[src/rtl/bsearch_guesser_pkg.sv]
// Shared definitions for the binary-search guesser: FSM state type and
// sizing helpers for the initial midpoint and worst-case step count.
package bsearch_guesser_pkg;

    typedef enum logic [1:0] {
        IDLE   = 2'd0,
        SEARCH = 2'd1,
        FINISH = 2'd2
    } state_t;

    function automatic int unsigned init_mid(input int unsigned width);
        return (32'd1 << (width - 1)) - 32'd1;
    endfunction

    function automatic int unsigned max_steps(input int unsigned width);
        return width + 32'd1;
    endfunction

    localparam int unsigned DEFAULT_WIDTH     = 4;
    localparam int unsigned DEFAULT_INIT_MID  = init_mid(DEFAULT_WIDTH);
    localparam int unsigned DEFAULT_MAX_STEPS = max_steps(DEFAULT_WIDTH);

endpackage

[src/rtl/bsearch_guesser.sv]
// Binary-search initiator: drives operand b of an external magnitude
// comparator and narrows [lo, hi] from its a_big / b_big / equal flags.
module bsearch_guesser
    import bsearch_guesser_pkg::*;
#(
    parameter int WIDTH  = 4,
    parameter int STEP_W = 4
) (
    input  logic              clk,
    input  logic              rst,
    input  logic              start,
    input  logic              a_big,
    input  logic              b_big,
    input  logic              equal,
    output logic [WIDTH-1:0]  guess,
    output logic              busy,
    output logic              done,
    output logic              found,
    output logic              error,
    output logic [WIDTH-1:0]  result,
    output logic [STEP_W-1:0] steps
);

    localparam logic [WIDTH-1:0] INIT_GUESS = WIDTH'(init_mid(WIDTH));

    state_t           state;
    logic [WIDTH-1:0] lo;
    logic [WIDTH-1:0] hi;
    logic             hit;
    logic             go_up;
    logic             go_dn;

    // Sum is taken one bit wider so the midpoint never wraps.
    function automatic logic [WIDTH-1:0] midpoint(input logic [WIDTH-1:0] l,
                                                  input logic [WIDTH-1:0] h);
        logic [WIDTH:0] sum;
        sum = {1'b0, l} + {1'b0, h};
        return sum[WIDTH:1];
    endfunction

    always_comb begin
        hit   = 1'b0;
        go_up = 1'b0;
        go_dn = 1'b0;
        case ({a_big, b_big, equal})
            3'b001:  hit   = 1'b1;
            3'b100:  go_up = (guess != hi);
            3'b010:  go_dn = (guess != lo);
            default: ;
        endcase
    end

    always_ff @(posedge clk) begin
        if (rst) begin
            state  <= IDLE;
            guess  <= '0;
            busy   <= 1'b0;
            done   <= 1'b0;
            found  <= 1'b0;
            error  <= 1'b0;
            result <= '0;
            steps  <= '0;
            lo     <= '0;
            hi     <= '1;
        end else begin
            case (state)
                IDLE: begin
                    done <= 1'b0;
                    if (start) begin
                        state <= SEARCH;
                        lo    <= '0;
                        hi    <= '1;
                        guess <= INIT_GUESS;
                        steps <= '0;
                        found <= 1'b0;
                        error <= 1'b0;
                        busy  <= 1'b1;
                    end
                end
                SEARCH: begin
                    steps <= steps + 1'b1;
                    if (hit) begin
                        state  <= FINISH;
                        result <= guess;
                        found  <= 1'b1;
                        busy   <= 1'b0;
                        done   <= 1'b1;
                    end else if (go_up) begin
                        lo    <= guess + 1'b1;
                        guess <= midpoint(guess + 1'b1, hi);
                    end else if (go_dn) begin
                        hi    <= guess - 1'b1;
                        guess <= midpoint(lo, guess - 1'b1);
                    end else begin
                        // Non-one-hot flags or a move past the range bound.
                        state <= FINISH;
                        error <= 1'b1;
                        found <= 1'b0;
                        busy  <= 1'b0;
                        done  <= 1'b1;
                    end
                end
                FINISH: begin
                    done  <= 1'b0;
                    state <= IDLE;
                end
                default: state <= IDLE;
            endcase
        end
    end

endmodule

[config.mk]
export PLATFORM = sky130hd
export DESIGN_NAME = bsearch_guesser
export DESIGN_NICKNAME = d
export VERILOG_FILES = /design/src/rtl/bsearch_guesser_pkg.sv /design/src/rtl/bsearch_guesser.sv
export SDC_FILE = /design/constraint.sdc
export NUM_CORES = 1
export LEC_CHECK = 0
export ABC_CLOCK_PERIOD_IN_PS = 2300
export CAP_MARGIN = 20
export CORE_ASPECT_RATIO = 0.6
export CORE_UTILIZATION = 45
export DETAILED_ROUTE_END_ITERATION = 10
export HOLD_SLACK_MARGIN = 0.08
export PLACE_DENSITY = 0.68
export SYNTH_ARGS = -nofsm -noshare
export SYNTH_HDL_FRONTEND = slang
export SYNTH_SLANG_ARGS = --single-unit
[constraint.sdc]
create_clock -name clk -period 2.3 [get_ports clk]
set_clock_uncertainty 0.05 [all_clocks]
set_input_delay 0.23 -clock clk [delete_from_list [all_inputs] [get_ports clk]]
set_output_delay 0.23 -clock clk [all_outputs]
set_load 0.01 [all_outputs]
### Word level (Yosys, flattened, before mapping)

Index checks and enable logic that the tools add are counted.

| storage, ports and cells | value |
|---|---|
| flip-flop bits (word level) | 26 |
| input port bits | 6 |

| operators by class | value |
|---|---|
| muxes and demuxes | 37 |
| equal/unequal tests | 16 |
| reduce and logical (&&, ||, !) cells | 13 |
| add/sub/neg operators | 5 |

Operator list:

| operator | count |
|---|---|
| $mux W4 | 11 |
| $pmux W4 S2 | 4 |
| $mux W1 | 13 |
| $ne A2 B2 Y1 const B | 6 |
| $reduce_and A4 Y1 | 3 |
| $add A4 B4 Y5 | 2 |
| $reduce_and A5 Y1 | 2 |
| $ne A3 B3 Y1 const B | 3 |
| $add A4 B1 Y4 const B | 2 |
| $mux W2 | 4 |
| $ne A4 B4 Y1 | 2 |
| $pmux W1 S2 | 4 |
| $reduce_and A3 Y1 | 2 |
| $pmux W2 S2 | 1 |
| $reduce_and A2 Y1 | 2 |
| $reduce_bool A2 Y1 | 2 |
| $sub A4 B1 Y4 const B | 1 |
| $eq A3 B1 Y1 const B | 1 |
| $eq A3 B2 Y1 const B | 1 |
| $eq A3 B3 Y1 const B | 1 |
| $eq A2 B1 Y1 const B | 1 |
| $eq A2 B2 Y1 const B | 1 |
| $logic_not A2 Y1 | 1 |
| $reduce_or A2 Y1 | 1 |

### Depth between registers and ports, before layout

Gate-level depths: netlist of the first run.

| logic depth | value |
|---|---|
| depth after elaboration | 6 |
| depth in mapped cells | 10 |

### Worst setup path before layout of the first run

Ideal clock, no wire load.

| path | value |
|---|---|
| kind | register to register |
| from | register guess[1] |
| to | register guess[3] |
| buffers on the path | 1 |
| stages on the path, launching flop included | 11 |
| period minus slack after synthesis | 2.108 ns |
| arrival | 1.966 ns |
| setup slack | 0.192 ns |
| cells stage by stage | dfxtp_1 > buf_4 > inv_1 > ha_1 > inv_1 > fa_1 > inv_1 > a21o_1 > a21oi_1 > o22a_1 > o32ai_1 |

| on the way | value |
|---|---|
| cells in the longest elaborated chain, start to end | 6 |

Ends and longest elaborated chain:

| item | RTL line | text |
|---|---|---|
| start: declaration | bsearch_guesser.sv:15 | `output logic [WIDTH-1:0] guess,` |
| start signal: assignment | bsearch_guesser.sv:90 | `guess <= midpoint(guess + 1'b1, hi);` |
| start signal: assignment | bsearch_guesser.sv:93 | `guess <= midpoint(lo, guess - 1'b1);` |
| $sub A4 B1 Y4 | bsearch_guesser.sv:93 |  |
| $add A4 B4 Y5 | bsearch_guesser.sv:37 | `sum = {1'b0, l} + {1'b0, h};` |
| $mux W4 | bsearch_guesser.sv:91 | `end else if (go_dn) begin` |
| $mux W4 | bsearch_guesser.sv:88 | `end else if (go_up) begin` |
| $mux W4 | bsearch_guesser.sv:82 | `if (hit) begin` |
| $pmux W4 S2 | bsearch_guesser.sv:66 | `case (state)` |

Several ways; a longest one is shown, not always the timed one. The select of a mux whose other input is x is not followed.
A chain may end at the register's enable or synchronous reset.

### Final worst setup path of the first run

| path | value |
|---|---|
| from | register guess[0] |
| to | register guess[3] |

Same word-level chain as after synthesis.

==> results of run 1 <==
## cell usage after synthesis (all sizes together)
library cell,count
or2,1
o32a,4
clkbuf,4
o2bb2ai,1
nor3,3
nand3b,1
nor2b,1
xor2,6
o21bai,2
nor3b,3
o221a,1
fa,2
buf,6
and3,1
a22o,1
a21o,5
nand4,3
a21oi,14
dfxtp,26
o22a,1
a221oi,1
mux2,1
o21ai,3
a22oi,7
nand2b,2
o21a,1
nor2,20
nand2,7
and3b,2
nand3,5
a31oi,2
mux2i,1
a211oi,2
xnor2,8
ha,12
inv,7
o32ai,1
## through the flow
| step | cell area (um^2) | instances |
|---|---|---|
| 6_report | 1880 | 233 |
| 5_1_grt | 1880 | 233 |
| 4_1_cts | 1880 | 233 |
| 3_5_place_dp | 1820 | 229 |
| 3_3_place_gp | 1820 | 229 |
| 2_1_floorplan | 1580 | 168 |
## layout make-up
class / count / area (um^2)
Multi-Input combinational cell: 125 / 960
Inverter: 7 / 26.3
Tap cell: 45 / 56.3
Sequential cell: 26 / 522
Timing Repair Buffer: 26 / 260
Fill cell: 297 / 1420
Clock buffer: 4 / 55.1
## placed cells by master, fill, tap and decap left out, types with 2 or more instances in the layout
cell / count
xnor2_1: 5
inv_1: 7
nand2b_1: 2
nand3_1: 5
clkdlybuf4s50_1: 21
nand2_1: 7
a21o_1: 5
clkbuf_8: 4
o32a_1: 4
nor2_1: 20
nor3b_2: 2
and3b_1: 2
buf_4: 4
a22oi_1: 7
nor3_1: 3
xor2_1: 6
nand4_1: 3
a31oi_1: 2
fa_1: 2
a21oi_1: 13
xnor2_2: 3
ha_1: 12
o21ai_1: 2
dfxtp_1: 25
## worst max-delay path, cell delays in order, from the launching register on
cell     delay, ps
dfxtp_2        380
inv_1           70
ha_1           320
inv_1          120
fa_1           450
inv_1           70
a21o_1         110
a21oi_1         60
o22a_1         170
o32ai_1        250
## routing by layer
layer | track usage | up-vias | part of all wire
met5 | 0 | - | 0
li1 | - | 639 | -
met2 | 0.346 | 57 | 0.43
met3 | 0.0476 | 0 | 0.086
met4 | 0.0296 | 0 | 0
met1 | 0.339 | 648 | 0.48
## worst max path at each step
stage,end,slack [ps],depth (start not counted)
after floorplan,guess[3],190,10
after global placement,guess[3],220,8
after detailed placement,guess[3],80,9
after CTS,guess[3],60,9
after global routing,guess[3],30,9
final,guess[3],150,9
## power groups by stage
| stage | logic [mW] | registers, mW | clock network (mW) |
|---|---|---|---|
| after floorplan | 0.243 | 0.502 | 0 |
| after global placement | 0.342 | 0.507 | 0 |
| after detailed placement | 0.345 | 0.510 | 0 |
| after CTS | 0.348 | 0.500 | 0.307 |
| after global routing | 0.388 | 0.503 | 0.332 |
| final | 0.351 | 0.500 | 0.298 |
## cell families (layout without fill, tap and decap cells)
group | Yosys count | in the layout
simple gates | 49 | 49
compound gates | 46 | 46
flops | 26 | 26
buf+inv | 17 | 37
fa+ha+maj | 14 | 14
xor+xnor | 14 | 14
mux | 2 | 2
## state kept, by name, summed over array words and instances (netlist names)
signal  cells
guess       4
hi          4
lo          4
result      4
steps       4
state       2
busy        1
done        1
error       1
found       1
==> flow_metrics.py, run 1 <==
metrics = {
    "global_routing": {
        "grt_pass1_vias": 1172,
        "track_usage": 0.227,
        "grt_pass1_wl_mm": 6.18,
        "antenna_found_initial": 0,
        "grt_overflow_total": 0,
        "grt_max_degree": 21,
    },
    "layout": {
        "nets": 209,
        "fin_util": 0.569,
        "area_delta_synth_final_pct": 19.3,
        "antennaDiodeCount": 0,
        "drive_gt1_frac": 0.117,
    },
    "power": {
        "p_leak_nw": 0.791,
        "switching_share": 0.319,
        "p_per_area_nw_per_um2": 612,
        "power_frac_comb": 0.306,
        "p_sw_mw": 0.367,
        "p_clk_frac": 0.259,
        "irDropWorstVdd_uv": 350,
        "p_int_mw": 0.783,
        "total_power_mw": 1.15,
        "p_seq_frac": 0.435,
    },
    "clocking": {
        "postCtsSetupRepairBufs": 0,
        "clk_path_buf_depth": 2,
        "cts_tree": "built",
        "ctsHoldBuffers": 0,
        "cts.clk_slew.worst_paths_ps": 90,
        "cts_sinks": 26,
        "cts_buffers": 3,
        "ctsResizeCount": 0,
        "cts-root-buf": "clkbuf_8",
        "clk_latency_ps": 270,
        "htreeDepth": 1,
    },
    "min_path": {
        "min_to": "result[3]",
        "min_path_cells": 2,
        "hp-class": "flip-flop to flip-flop",
        "min_from": "result[3]",
    },
    "synthesis": {
        "ys_top_cells_by_area": "dfxtp_1 (33%), ha_1 (9.5%), nor2_1 (4.8%), a21oi_1 (4.1%), a22oi_1 (3.3%)",
        "synthSimpleGateAreaFrac": 0.165,
        "synth_top_area_frac": 0.330,
        "synth_top_cell_by_area": "dfxtp_1",
        "netlist_area_um2": 1580,
        "avgSynthCellArea_um2": 9.38,
        "yosysWarnings": 0,
        "synth_mux_area_frac": 0.0135,
        "syn_nets": 188,
        "synth-seq-area-share": 0.330,
        "synthCells": 168,
        "ys_types": 45,
        "synth-seq-cells": 26,
        "synth_top_family_by_area": "compound AO/OA/AOI/OAI gates",
        "synth_compound_area_frac": 0.218,
        "synth_xor_area_frac": 0.0921,
        "synthAdderAreaFrac": 0.121,
    },
    "critical_path": {
        "start_kind": "flip-flop",
        "crit_path_max_fanout": 5,
        "reg2reg_slack_ps": 150,
        "critPathRequiredTime_ps": 2420,
        "r2r-start": "guess[0]",
        "reg2regPathDepth": 9,
        "critPathKind": "flip-flop to flip-flop",
        "rr_endpoint": "guess[3]",
        "cp-startpoint": "guess[0]",
        "worstPathArrival_ps": 2270,
        "cp-end-kind": "flip-flop",
    },
    "place": {
        "dpl.hpwl_mm": 3.03,
        "dpl_worst_slack_ps": 81.7,
        "gp_congestion": 0.895,
        "portBuffers": 21,
    },
    "die": {
        "core-area_um2": 3300,
        "chipWidth_um": 78.4,
        "die_area_um2": 3750,
        "initial_core_util": 0.477,
        "die_h_um": 47.8,
        "num_rows": 16,
        "ios": 22,
    },
    "routing": {
        "drtIter0Drc": 125,
        "first_pass_iters": 4,
        "drc": 0,
        "vias": 1344,
        "routed_wl_mm": 3.95,
        "drt-vias-per-instance": 5.77,
        "drtAntennaViolNets": 0,
        "detail_route.wl_per_cell_um": 16.9,
    },
    "sta": {
        "hold_viol": 0,
        "post-route-min-period_ps": 2150,
        "hold-worst-slack_ps": 410,
        "slew_violations": 0,
        "min_period_over_period": 0.936,
        "worst_slack_ps": 148,
        "worstMarginPinSlew_ps": 436,
        "slew_headroom": 0.710,
        "max_freq_mhz": 465,
        "setup_viol": 0,
        "tns_ps": 0,
        "rsz0062_at_grt": "false",
    },
    "outcome": {
        "outcome": "finished clean",
    },
    "job": {
        "cap_violations": 0,
    },
}
Note: power is estimated with default switching activity, not from simulation.
==> run 2: changes to the inputs <==
- ABC_AREA: unset -> 1
- PLACE_DENSITY: 0.68 -> 0.67
==> run 2 against run 1 <==
Against the previous run:
- power is 0.59% higher
- critical path depth is 3 higher
- global-route usage rose by 1.3 points
- largest cell class unchanged
- routed wire length increased by 8.0%
- sequential cell count is the same
- core utilization rose by 2.8 points
- highest routed layer is now met4
- register-to-register slack gained 90 ps
- combinational power is 15% higher
- count of clock-buffer cells in the layout is 1 lower
==> flow_metrics.py, run 2 <==
metrics = {
    "outcome": {
        "outcome": "finished clean",
    },
    "routing": {
        "vias": 1506,
        "drt-vias-per-instance": 5.12,
        "drtIter0Drc": 112,
        "first_pass_iters": 4,
        "drtAntennaViolNets": 0,
        "drc": 0,
        "detail_route.wl_per_cell_um": 14.5,
        "routed_wl_mm": 4.26,
    },
    "sta": {
        "setup_viol": 0,
        "worstMarginPinSlew_ps": 535,
        "slew_headroom": 0.643,
        "max_freq_mhz": 486,
        "min_period_over_period": 0.895,
        "hold-worst-slack_ps": 400,
        "rsz0062_at_grt": "false",
        "post-route-min-period_ps": 2060,
        "tns_ps": 0,
        "slew_violations": 0,
        "hold_viol": 0,
    },
    "layout": {
        "layout_common_cells": "nand2_1 (41), dfxtp_1 (26), nor2_1 (24), clkdlybuf4s50_1 (21), inv_1 (18)",
        "nets": 271,
        "fillers": 305,
        "antennaDiodeCount": 0,
        "finalInstanceArea_um2": 2040,
        "multi_input_area_um2": 1060,
        "fin_util": 0.597,
        "drive_gt1_frac": 0.197,
        "layout_commonest_cell": "nand2_1",
        "seq_area_um2": 520,
        "area_delta_synth_final_pct": 20.2,
    },
    "synthesis": {
        "ys_top_cells_by_area": "dfxtp_1 (31%), nand2_1 (9.1%), ha_1 (8.8%), nor2_1 (5.3%), a21oi_1 (4.7%)",
        "synthCells": 222,
        "ys_top_cells_by_count": "nand2_1 (41), dfxtp_1 (26), nor2_1 (24), inv_1 (18), a21oi_1 (16)",
        "synth_top_area_frac": 0.306,
        "ys_types": 29,
        "synthMostInstantiatedCell": "nand2_1",
        "syn_nets": 242,
        "netlist_area_um2": 1700,
        "synth-edff-count": 0,
        "avgSynthCellArea_um2": 7.66,
        "synth-seq-cells": 26,
        "synth_flop_cell": "dfxtp_1",
        "synth_top_cell_by_area": "dfxtp_1",
        "synth-seq-area-share": 0.306,
        "async_flop_share": 0,
        "yosysWarnings": 0,
    },
    "power": {
        "p_int_mw": 0.754,
        "p_sw_mw": 0.402,
        "power_frac_comb": 0.348,
        "switching_share": 0.348,
        "p_leak_nw": 0.915,
        "p_per_area_nw_per_um2": 566,
        "irDropWorstVdd_uv": 276,
        "total_power_mw": 1.16,
        "p_clk_frac": 0.220,
        "p_seq_frac": 0.432,
    },
    "global_routing": {
        "grt_overflow_total": 0,
        "antenna_found_initial": 0,
        "track_usage": 0.240,
        "grt_pass1_vias": 1387,
        "grt_pass1_wl_mm": 7.15,
        "grt_max_degree": 17,
    },
    "clocking": {
        "htreeDepth": 1,
        "postCtsSetupRepairBufs": 0,
        "cts_sinks": 26,
        "cts-root-buf": "clkbuf_8",
        "cts_buffers": 3,
        "clk_latency_ps": 270,
        "clk_path_buf_depth": 2,
        "cts_tree": "built",
        "cts.clk_slew.worst_paths_ps": 90,
    },
    "die": {
        "die_area_um2": 4040,
        "num_rows": 16,
        "initial_core_util": 0.497,
        "die_h_um": 49.6,
        "core-area_um2": 3420,
        "ios": 22,
        "chipWidth_um": 81.4,
    },
    "job": {
        "cap_violations": 0,
    },
    "min_path": {
        "hp-class": "flip-flop to flip-flop",
    },
    "critical_path": {
        "critPathKind": "flip-flop to flip-flop",
        "cp-end-kind": "flip-flop",
        "start_kind": "flip-flop",
        "worstPathArrival_ps": 2180,
        "critPathRequiredTime_ps": 2420,
        "crit_path_max_fanout": 4,
    },
    "place": {
        "dpl.hpwl_mm": 3.38,
        "placed_area_um2": 1990,
        "portBuffers": 21,
        "gp_congestion": 0.937,
    },
}
-- run 2: path summary, 6_finish.rpt --
path         slack [ps]       end  depth (start not counted)  startpoint
min reg2reg         400      done                          2        done
max reg2reg         240  guess[2]                         12    guess[0]
max                 240  guess[2]                         12    guess[0]
min                 400      done                          2        done
-- run 2: final cells by class --
type | count | share of cell area
clock buffers | 3 | 0.0202
well taps | 45 | 0.0276
flip-flops and latches | 26 | 0.255
multi-input cells | 166 | 0.521
inverters | 26 | 0.0478
repair buffers | 28 | 0.129
-- run 2: cell families after synthesis --
group / Yosys count / synth area share
AO/OA/AOI/OAI: 32 / 0.109
XOR/XNOR: 6 / 0.0309
adder cells (fa/ha/maj): 14 / 0.112
buffers and inverters: 30 / 0.0721
flip-flops: 26 / 0.306
AND/OR/NAND/NOR: 114 / 0.370
-- run 2: stage by stage --
stage          cells  setup WS [ps]
2_1_floorplan    222            322
3_3_place_gp     291            262
3_5_place_dp     291            228
4_1_cts          294            201
5_1_grt          294           78.9
6_report         294            242
-- run 2: power groups by stage --
stage          logic [mW]  clock network (mW)  registers, mW
6_report            0.403               0.255          0.499
3_5_place_dp        0.392                   0          0.509
4_1_cts             0.396               0.262          0.498
2_1_floorplan       0.265                   0          0.511
5_1_grt             0.448               0.283          0.503
3_3_place_gp        0.393                   0          0.509
-- run 2: repair_timing --
item,4_1_cts,5_1_grt
hold buffers,0,0
setup endpoints to repair,0,1
gates resized for setup,0,1
-- run 2: critical path, stage by stage, from the launching register on --
cell and delay (ps):
dfxtp_1 390, inv_1 110, ha_1 240, xor2_2 170
ha_1 330, a21oi_1 180, nand2_1 70, nand2_1 60
nand3_1 70, nand2_1 90, nand2_1 50, nor2_1 100
nor2_1 50
-- run 2: layer usage --
metal  wire [um]  up-vias  global-route usage
met5           0        -                   0
met4          10        0              0.0268
met3         336        2              0.0741
met2        1570       54               0.315
met1        2350      667               0.379
li1            -      783                   -
==> run 3: changes to the inputs <==
- CORE_MARGIN: unset -> 10
- MAX_ROUTING_LAYER: unset -> met4
==> run 3 against run 2 <==
Against the previous run:
- count of clock-buffer cells in the layout unchanged
- routed wire length up 4.5%
- sequential power up 0.8%
- largest cell class unchanged
- cell count unchanged
- highest routed layer unchanged
==> flow_metrics.py, run 3 (synthesis results as in run 2) <==
metrics = {
    "job": {
        "cap_violations": 0,
    },
    "sta": {
        "max_freq_mhz": 478,
        "slew_headroom": 0.668,
        "slew_violations": 0,
        "min_period_over_period": 0.909,
        "hold-worst-slack_ps": 407,
        "setup_viol": 0,
        "worstMarginPinSlew_ps": 497,
        "hold_viol": 0,
        "post-route-min-period_ps": 2090,
        "rsz0062_at_grt": "false",
        "tns_ps": 0,
    },
    "layout": {
        "nets": 268,
        "layout_common_cells": "nand2_1 (41), dfxtp_1 (25), nor2_1 (24), clkdlybuf4s50_1 (21), inv_1 (18)",
        "fin_util": 0.560,
        "area_delta_synth_final_pct": 20.4,
        "seq_area_um2": 522,
        "antennaDiodeCount": 0,
        "drive_gt1_frac": 0.190,
        "multi_input_area_um2": 1060,
        "layout_commonest_cell": "nand2_1",
        "fillers": 354,
    },
    "power": {
        "power_frac_comb": 0.301,
        "p_sw_mw": 0.410,
        "irDropWorstVdd_uv": 271,
        "p_leak_nw": 0.913,
        "p_int_mw": 0.863,
        "switching_share": 0.322,
        "p_per_area_nw_per_um2": 622,
        "p_clk_frac": 0.305,
        "p_seq_frac": 0.395,
    },
    "global_routing": {
        "grt_pass1_vias": 1387,
        "track_usage": 0.144,
        "antenna_found_initial": 0,
        "grt_overflow_total": 0,
        "grt_pass1_wl_mm": 7.42,
        "grt_max_degree": 17,
    },
    "critical_path": {
        "crit_top_cell": "nand2_1",
        "slowest_stage": "dfxtp_1",
        "cpPeakStageDelay_ps": 390,
        "critPathRequiredTime_ps": 2440,
        "cp_cell_sequence": "inv_1, ha_1, xor2_1, ha_1, a21oi_1, nand2_1, nand2_1, nand3_1, nand2_1, nand2_1, nor2_1, nor2_1",
        "crit_path_max_fanout": 4,
        "critical_path_buf_inv_count": 1,
        "worstPathArrival_ps": 2230,
        "start_kind": "flip-flop",
        "critPathKind": "flip-flop to flip-flop",
        "path_delay_family": "adder cells",
        "cp-end-kind": "flip-flop",
    },
    "routing": {
        "first_pass_iters": 4,
        "wl_met2_mm": 1.66,
        "drtIter0Drc": 127,
        "top_layer_used": "met4",
        "drtAntennaViolNets": 0,
        "drc": 0,
        "drt-vias-per-instance": 4.98,
        "detail_route.wl_per_cell_um": 15.1,
        "routed_wl_mm": 4.45,
        "dr_wl_met3_um": 381,
        "vias": 1465,
        "met1_length_mm": 2.39,
    },
    "place": {
        "gp_congestion": 0.988,
        "portBuffers": 21,
        "dpl.hpwl_mm": 3.56,
    },
    "die": {
        "die_area_um2": 6720,
        "chipWidth_um": 99.4,
        "ios": 22,
        "die_h_um": 67.6,
        "core-area_um2": 3660,
        "initial_core_util": 0.465,
        "num_rows": 17,
    },
    "clocking": {
        "clk_latency_ps": 280,
        "ctsHoldBuffers": 0,
        "cts_sinks": 26,
        "cts.clk_slew.worst_paths_ps": 100,
        "cts-root-buf": "clkbuf_8",
        "clk_path_buf_depth": 2,
        "htreeDepth": 1,
        "cts_tree": "built",
        "cts_buffers": 3,
    },
    "outcome": {
        "outcome": "finished clean",
    },
    "min_path": {
        "hp-class": "flip-flop to flip-flop",
    },
}
==> run 3: worst register-to-register path: cells and delay by family (launching register included) <==
family / cells / cell delay [ps]
compound gates: 1 / 180
xor+xnor: 1 / 230
fa+ha+maj: 2 / 530
buf+inv: 1 / 130
flops: 1 / 390
simple gates: 7 / 470
==> run 3: path summary, 6_finish.rpt <==
check,from,to,slack [ps],cells after the start
worst min-delay path,done,done,410,2
worst max-delay path,guess[0],guess[2],210,12
worst max register to register,guess[0],guess[2],210,12
worst min register to register,done,done,410,2
==> run 3: layer usage <==
layer  track usage  vias up
met5             -        -
met4        0.0231        0
met3        0.0428        4
met2         0.184       41
met1         0.212      643
li1              -      777
==> run 3: area by class of cell <==
class,count,area share
multi-input combinational,166,0.517
sequential,26,0.255
timing repair buffer,25,0.117
inverter,26,0.0477
tap,47,0.0287
clock buffer,3,0.0202
clock inverter,1,0.0147
==> run 3: repair_timing <==
item,in CTS,in global routing
buffers inserted,0,0
gates resized for setup,0,1
setup endpoints to repair,0,1
==> run 3: stage by stage <==
stage	std cells	power (mW)	cell area (um^2)	setup WS [ps]
final	294	1.27	2050	209
after global routing	294	1.35	2050	43.3
after CTS	294	1.28	2050	155
after detailed placement	290	0.889	1970	175
after global placement	290	0.891	1970	239
after floorplan	222	0.776	1700	322
==> run 3: power by group through the flow <==
stage / registers, mW / logic, mW / clock network, mW
final: 0.503 / 0.383 / 0.388
after global routing: 0.507 / 0.431 / 0.414
after CTS: 0.502 / 0.381 / 0.398
after detailed placement: 0.512 / 0.377 / 0
after global placement: 0.511 / 0.380 / 0
after floorplan: 0.511 / 0.265 / 0
